## src/rtl/mips_pkg.sv

```systemverilog
// ---------------------------------------------------------------------------
// mips_pkg
// Shared definitions for the instruction-fetch front end.
//   WORD_W              datapath / address width
//   FETCH_*             2-bit fetch-state encoding (IDLE/REQ/HOLD/DROP)
//   PC_STEP_DEFAULT     constant fed to the external PC-increment adder
//   RESET_PC_DEFAULT    PC loaded on reset
//   EXC_VECTOR_DEFAULT  redirect destination for a misaligned target
//   fetch_entry_t       one fetched word together with its PC+4
// ---------------------------------------------------------------------------
package mips_pkg;

  localparam int WORD_W = 32;

  localparam logic [1:0] FETCH_IDLE = 2'd0;
  localparam logic [1:0] FETCH_REQ  = 2'd1;
  localparam logic [1:0] FETCH_HOLD = 2'd2;
  localparam logic [1:0] FETCH_DROP = 2'd3;

  localparam logic [WORD_W-1:0] PC_STEP_DEFAULT    = 32'd4;
  localparam logic [WORD_W-1:0] RESET_PC_DEFAULT   = 32'h0000_0000;
  localparam logic [WORD_W-1:0] EXC_VECTOR_DEFAULT = 32'h0000_0180;

  typedef struct packed {
    logic [WORD_W-1:0] instr;
    logic [WORD_W-1:0] pc4;
  } fetch_entry_t;

endpackage

```

## src/rtl/pc_fetch_unit_skid_buf.sv

```systemverilog
// ---------------------------------------------------------------------------
// fetch_skid_buf
// One-entry holding register for a word that memory returned while the
// IF/ID register was stalled.
//   clk    in   rising-edge clock
//   rst_n  in   synchronous active-low reset
//   load   in   capture din
//   clear  in   discard the held entry (clear wins over load)
//   din    in   {instr, pc4} from the fetch path
//   dout   out  held {instr, pc4}
// ---------------------------------------------------------------------------
module fetch_skid_buf
  import mips_pkg::*;
(
  input  logic         clk,
  input  logic         rst_n,
  input  logic         load,
  input  logic         clear,
  input  fetch_entry_t din,
  output fetch_entry_t dout
);

  // The entry is wiped on reset and on a redirect so that a word fetched
  // down the wrong path can never be replayed into decode later on.
  always_ff @(posedge clk) begin
    if (!rst_n) begin
      dout <= '0;
    end else if (clear) begin
      dout <= '0;
    end else if (load) begin
      dout <= din;
    end
  end

endmodule

```

## src/rtl/pc_fetch_unit.sv

```systemverilog
// ---------------------------------------------------------------------------
// pc_fetch_unit
// Instruction-fetch front end: owns the PC, drives the external increment
// adder, runs the req/ack handshake with instruction memory and feeds the
// IF/ID register, handling stall, branch and jump redirects.
// Build option: define PC_ALIGN_CHECK_EN to send misaligned redirect targets
// to EXC_VECTOR and pulse align_err_o; otherwise the low two target bits are
// simply cleared and align_err_o stays 0.
// Ports:
//   clk, rst_n                       clock, synchronous active-low reset
//   pc_o / add_b_o / pc_inc_i        external adder: A, B and sum
//   stall_i                          IF/ID cannot accept this cycle
//   branch_taken_i, branch_target_i  branch redirect
//   jump_i, jump_target_i            jump redirect (wins over branch)
//   imem_req_o, imem_addr_o          fetch request and address
//   imem_ack_i, instr_i              memory response
//   if_valid_o, if_instr_o, if_pc4_o IF/ID register contents
//   align_err_o                      one-cycle misaligned-target pulse
// ---------------------------------------------------------------------------
module pc_fetch_unit
  import mips_pkg::*;
#(
  parameter logic [WORD_W-1:0] RESET_PC   = RESET_PC_DEFAULT,
  parameter logic [WORD_W-1:0] EXC_VECTOR = EXC_VECTOR_DEFAULT,
  parameter logic [WORD_W-1:0] PC_STEP    = PC_STEP_DEFAULT
) (
  input  logic              clk,
  input  logic              rst_n,
  output logic [WORD_W-1:0] pc_o,
  output logic [WORD_W-1:0] add_b_o,
  input  logic [WORD_W-1:0] pc_inc_i,
  input  logic              stall_i,
  input  logic              branch_taken_i,
  input  logic [WORD_W-1:0] branch_target_i,
  input  logic              jump_i,
  input  logic [WORD_W-1:0] jump_target_i,
  output logic              imem_req_o,
  output logic [WORD_W-1:0] imem_addr_o,
  input  logic              imem_ack_i,
  input  logic [WORD_W-1:0] instr_i,
  output logic              if_valid_o,
  output logic [WORD_W-1:0] if_instr_o,
  output logic [WORD_W-1:0] if_pc4_o,
  output logic              align_err_o
);

  logic [1:0]        state;
  logic [WORD_W-1:0] pc;
  logic              drop_pending;
  logic              redirect;
  logic [WORD_W-1:0] raw_target;
  logic [WORD_W-1:0] redirect_pc;
  logic              target_misaligned;
  logic              live_ack;
  logic              skid_load;
  fetch_entry_t      skid_din;
  fetch_entry_t      skid_q;

  // A jump outranks a branch when both arrive together.
  assign redirect   = jump_i | branch_taken_i;
  assign raw_target = jump_i ? jump_target_i : branch_target_i;

`ifdef PC_ALIGN_CHECK_EN
  // Misaligned targets are diverted to the exception vector.
  assign target_misaligned = redirect && (raw_target[1:0] != 2'b00);
  assign redirect_pc       = target_misaligned ? EXC_VECTOR : raw_target;
`else
  // Without the check the target is silently word-aligned.
  logic unused_align_bits;
  assign target_misaligned = 1'b0;
  assign redirect_pc       = {raw_target[WORD_W-1:2], 2'b00};
  assign unused_align_bits = ^{EXC_VECTOR, raw_target[1:0]};
`endif

  // The PC feeds both the adder and memory straight from the register, so
  // neither output has a combinational path from any input.
  assign pc_o        = pc;
  assign imem_addr_o = pc;
  assign add_b_o     = PC_STEP;
  assign imem_req_o  = (state == FETCH_REQ);

  // An ack answering a request abandoned by an earlier redirect is stale
  // and must never be mistaken for the current fetch.
  assign live_ack = imem_ack_i & ~drop_pending;

  // A word that arrives while decode is stalled is parked in the skid
  // buffer; any redirect throws the parked word away.
  assign skid_load = (state == FETCH_REQ) && !redirect && live_ack && stall_i;
  assign skid_din  = {instr_i, pc_inc_i};

  fetch_skid_buf u_skid (
    .clk   (clk),
    .rst_n (rst_n),
    .load  (skid_load),
    .clear (redirect),
    .din   (skid_din),
    .dout  (skid_q)
  );

  // Fetch sequencer. A redirect takes precedence over stall and the
  // sequential path: it loads the new PC, empties IF/ID and, if a request
  // is still in flight, remembers to swallow its ack. Otherwise REQ
  // advances the PC on every live ack, diverting to HOLD when decode is
  // stalled, and HOLD replays the parked word once the stall lifts.
  always_ff @(posedge clk) begin
    if (!rst_n) begin
      state        <= FETCH_IDLE;
      pc           <= RESET_PC;
      drop_pending <= 1'b0;
      if_valid_o   <= 1'b0;
      if_instr_o   <= '0;
      if_pc4_o     <= '0;
      align_err_o  <= 1'b0;
    end else begin
      align_err_o <= target_misaligned;
      if (imem_ack_i) begin
        drop_pending <= 1'b0;
      end
      if (redirect) begin
        pc         <= redirect_pc;
        if_valid_o <= 1'b0;
        if ((state == FETCH_REQ) && !imem_ack_i) begin
          state        <= FETCH_DROP;
          drop_pending <= 1'b1;
        end else begin
          state <= FETCH_REQ;
        end
      end else begin
        case (state)
          FETCH_IDLE: begin
            state <= FETCH_REQ;
          end
          FETCH_REQ: begin
            if (live_ack) begin
              pc <= pc_inc_i;
              if (stall_i) begin
                state <= FETCH_HOLD;
              end else begin
                if_instr_o <= instr_i;
                if_pc4_o   <= pc_inc_i;
                if_valid_o <= 1'b1;
              end
            end else if (!stall_i) begin
              if_valid_o <= 1'b0;
            end
          end
          FETCH_HOLD: begin
            if (!stall_i) begin
              if_instr_o <= skid_q.instr;
              if_pc4_o   <= skid_q.pc4;
              if_valid_o <= 1'b1;
              state      <= FETCH_REQ;
            end
          end
          FETCH_DROP: begin
            if (imem_ack_i) begin
              state <= FETCH_REQ;
            end
          end
          default: begin
            state <= FETCH_IDLE;
          end
        endcase
      end
    end
  end

endmodule
```

## config.mk

```make
export PLATFORM = sky130hd
export DESIGN_NAME = pc_fetch_unit
export DESIGN_NICKNAME = d
export VERILOG_FILES = /design/src/rtl/mips_pkg.sv /design/src/rtl/pc_fetch_unit_skid_buf.sv /design/src/rtl/pc_fetch_unit.sv
export SDC_FILE = /design/constraint.sdc
export NUM_CORES = 1
export LEC_CHECK = 0
export CAP_MARGIN = 40
export CORE_ASPECT_RATIO = 0.6
export CORE_MARGIN = 2
export CORE_UTILIZATION = 45
export DETAILED_ROUTE_END_ITERATION = 6
export PLACE_DENSITY = 0.93
export SYNTH_ARGS = -nofsm -noshare
export SYNTH_HDL_FRONTEND = slang
export SYNTH_SLANG_ARGS = --single-unit
```

## constraint.sdc

```tcl
create_clock -name clk -period 2.57 [get_ports clk]
set_clock_uncertainty 0.15 [all_clocks]
set_input_delay 0.3855 -clock clk [delete_from_list [all_inputs] [get_ports clk]]
set_output_delay 0.3855 -clock clk [all_outputs]
set_load 0.005 [all_outputs]
```

==> reports/metrics.yaml, run 1 <==
setup_path:
  crit_chain: "inv_1 > ha_1 > clkdlybuf4s50_1"
  cp.arrival_ps: 1740
  cp_slowest_cell: "clkdlybuf4s50_1"
  critPathLaunchType: "register"
  criticalPathCategory: "reg -> out"
  cpPeakStageDelay_ps: 570
  cp_max_fo: 6
  rrSetupSlack_ps: 410
  cp_data_required_time_ps: 2030
  endpoint_kind: "primary output"
worst_hold_path:
  hp-class: "in -> reg"
timing:
  finalSetupViolCount: 0
  drv_slew: 0
  worst_slack_ps: 290
  setup_tns_ps: 0
  hold_viol: 0
  rsz0062_at_grt: "no"
  maxSlewHeadroom_pct: 58.9
  fin_crit_ps: 2280
  worstMarginPinSlew_ps: 616
  clock.fmax_mhz: 439
  post-route-period-util_pct: 88.7
  hold_slack_ps: 261
final_layout:
  layout-drive-gt1-share_pct: 8.89
  multi_input_area_um2: 3720
  antenna_cells: 0
  fillers: 1383
  layout.cells.non_filler: 1291
  layout.area.seq_um2: 3280
  area_delta_synth_final_pct: 36.8
  nets: 1183
placement:
  place_hpwl_um: 15500
  place_congestion: 0.794
  pre_cts_slack_ps: 207
  placedCellCount: 1259
  port_buffers: 259
yosys:
  synth-seq-area-share_pct: 41.9
  syn-instance-count: 851
  ys_ff_latch: 164
  synth_compound_area_share_pct: 20.5
  syn_area_um2: 7840
  synth-warning-count: 0
  synth_top_family_by_area: "compound AO/OA/AOI/OAI gates"
  post_synth_and_or_nand_nor_area_fraction_pct: 12.4
  ys.flop_type: "dfxtp_1"
  synthXorXnorAreaFrac_pct: 0
  synthAdderAreaFrac_pct: 0.798
  synthTopCellsByArea: "dfxtp_1 42%, mux2i_1 12%, nand2_1 9.5%"
  synth_top_area_cell: "dfxtp_1"
  synth_edf_count: 0
  yosysUniqueCellTypes: 37
  muxShareOfSynthArea_pct: 11.9
  synth.top_cell.area_share_pct: 41.9
  async_reset_ff_share_pct: 0
  avgSynthCellArea_um2: 9.22
clocking:
  clockRootBuffer: "clkbuf_16"
  cts_buffer_depth: 2
  cts_tree: "built"
  clkTransAtPathRegs_ps: 70
  clock_latency_ps: 410
  cts_sinks: 164
  cts_resized: 0
  numCtsBuffers: 17
  hold_buffers: 0
  cts_setup_buffers: 0
  cts_max_level: 4
grt:
  grt_pass1_wl_um: 33800
  grt_antenna_before_repair: 0
  grt_max_degree: 61
  overflow: 0
  grt_usage_pct: 23.0
  grt_pass1_vias: 6545
floorplanning:
  coreArea_um2: 17100
  die-height_um: 106
  start_util_pct: 45.9
  io-pin-count: 297
  die_area_um2: 18500
  die_w_um: 174
  rows: 37
routing:
  ant_nets: 0
  dr.pass1.iters: 5
  viasPerCell: 5.18
  route.detailed.drc: 0
  drt_iter0_markers: 370
  num_vias: 6690
  drt-total-wl_um: 22000
  wl_per_cell_um: 17.1
pwr:
  leakage_nw: 4.44
  powerDensity_nw_per_um2: 599
  peakVddDrop_v: 0.000377
run:
  cap_violations: 0
run_status:
  status: "complete, no violations"
state kept, by name, indices dropped and copies added (netlist names):
signal / flops
if_valid_o: 1
if_pc4_o: 32
if_instr_o: 32
state: 2
imem_addr_o: 32
drop_pending: 1
u_skid.dout: 64
cell families (layout without fill, tap and decap cells):
group	after synthesis	count (layout)
muxes	93	93
buffers and inverters	138	313
other	2	33
and+or+nand+nor	244	244
DFF	164	164
AOI/OAI and AO/OA	205	205
adders and majority gates	5	5
Yosys cell counts, types with 5 or more instances:
library cell	count
nand2_1	198
a21oi_1	69
ha_1	5
nor2_1	31
o211a_1	65
buf_6	21
mux2i_1	93
o2bb2ai_1	29
buf_4	71
a21oi_2	31
dfxtp_1	164
buf_2	22
clkbuf_1	17
worst max-delay path, delay by kind of cell, from the launching register on:
family                   cells  cell delay, ps
flip-flops                   1             380
buffers and inverters        2             680
adder cells (fa/ha/maj)      1             280
layout by cell type, fill, tap and decap left out, drive strengths merged, types with 2 or more instances in the layout:
cell type      instances
dfxtp                164
a21oi                100
o211a                 65
clkbuf                18
bufinv                 3
a211oi                 2
inv                   13
ha                     5
conb                  33
nor3b                  2
clkdlybuf4s50        256
nor2                  32
buf                   21
nand2                199
nor2b                  2
clkinv                 2
nand3                  3
o2bb2ai               29
o21ai                  4
mux2i                 93
per-layer routing:
metal  wire (um)  global-route usage, %
met5           0                      0
met2       10500                   39.7
met3        1510                   6.87
met1        9750                   28.2
met4         266                   5.94
path summary, 6_finish.rpt:
check             startpoint               to  cells after the start
max                 state[1]       imem_req_o                      3
min                    rst_n  u_skid.dout[14]                      3
max reg2reg         state[0]     if_pc4_o[13]                      7
min reg2reg  u_skid.dout[34]  u_skid.dout[34]                      2
through the flow:
step / utilization, % / cell area (um^2) / power (mW)
4_1_cts: 62.8 / 10700 / 6.50
5_1_grt: 62.8 / 10700 / 6.69
3_3_place_gp: 59.1 / 10100 / 3.73
2_1_floorplan: - / 7960 / 3.26
3_5_place_dp: 59.1 / 10100 / 3.76
6_report: 62.8 / 10700 / 6.43
power breakdown:
group	leakage, nW	switching [mW]	total, mW	internal, mW
sequential	1.33	0.0719	2.72	2.64
clock	0.312	1.13	2.72	1.59
combinational	2.80	0.417	0.990	0.573
layout make-up:
| class | count | share of cell area (%) |
|---|---|---|
| multi-input combinational | 580 | 34.7 |
| clock inverter | 14 | 1.74 |
| sequential | 164 | 30.6 |
| clock buffer | 18 | 4.09 |
| tap | 234 | 2.73 |
| timing repair buffer | 277 | 26.0 |
| inverter | 4 | 0.140 |
Power figures use the tool's default switching activity.
==> inputs of run 2 (changes only) <==
- SETUP_SLACK_MARGIN: not set -> 0.05
- SLEW_MARGIN: not set -> 0
==> results of run 2 <==
Final layout, timing and power as in run 1 (identical DEF).
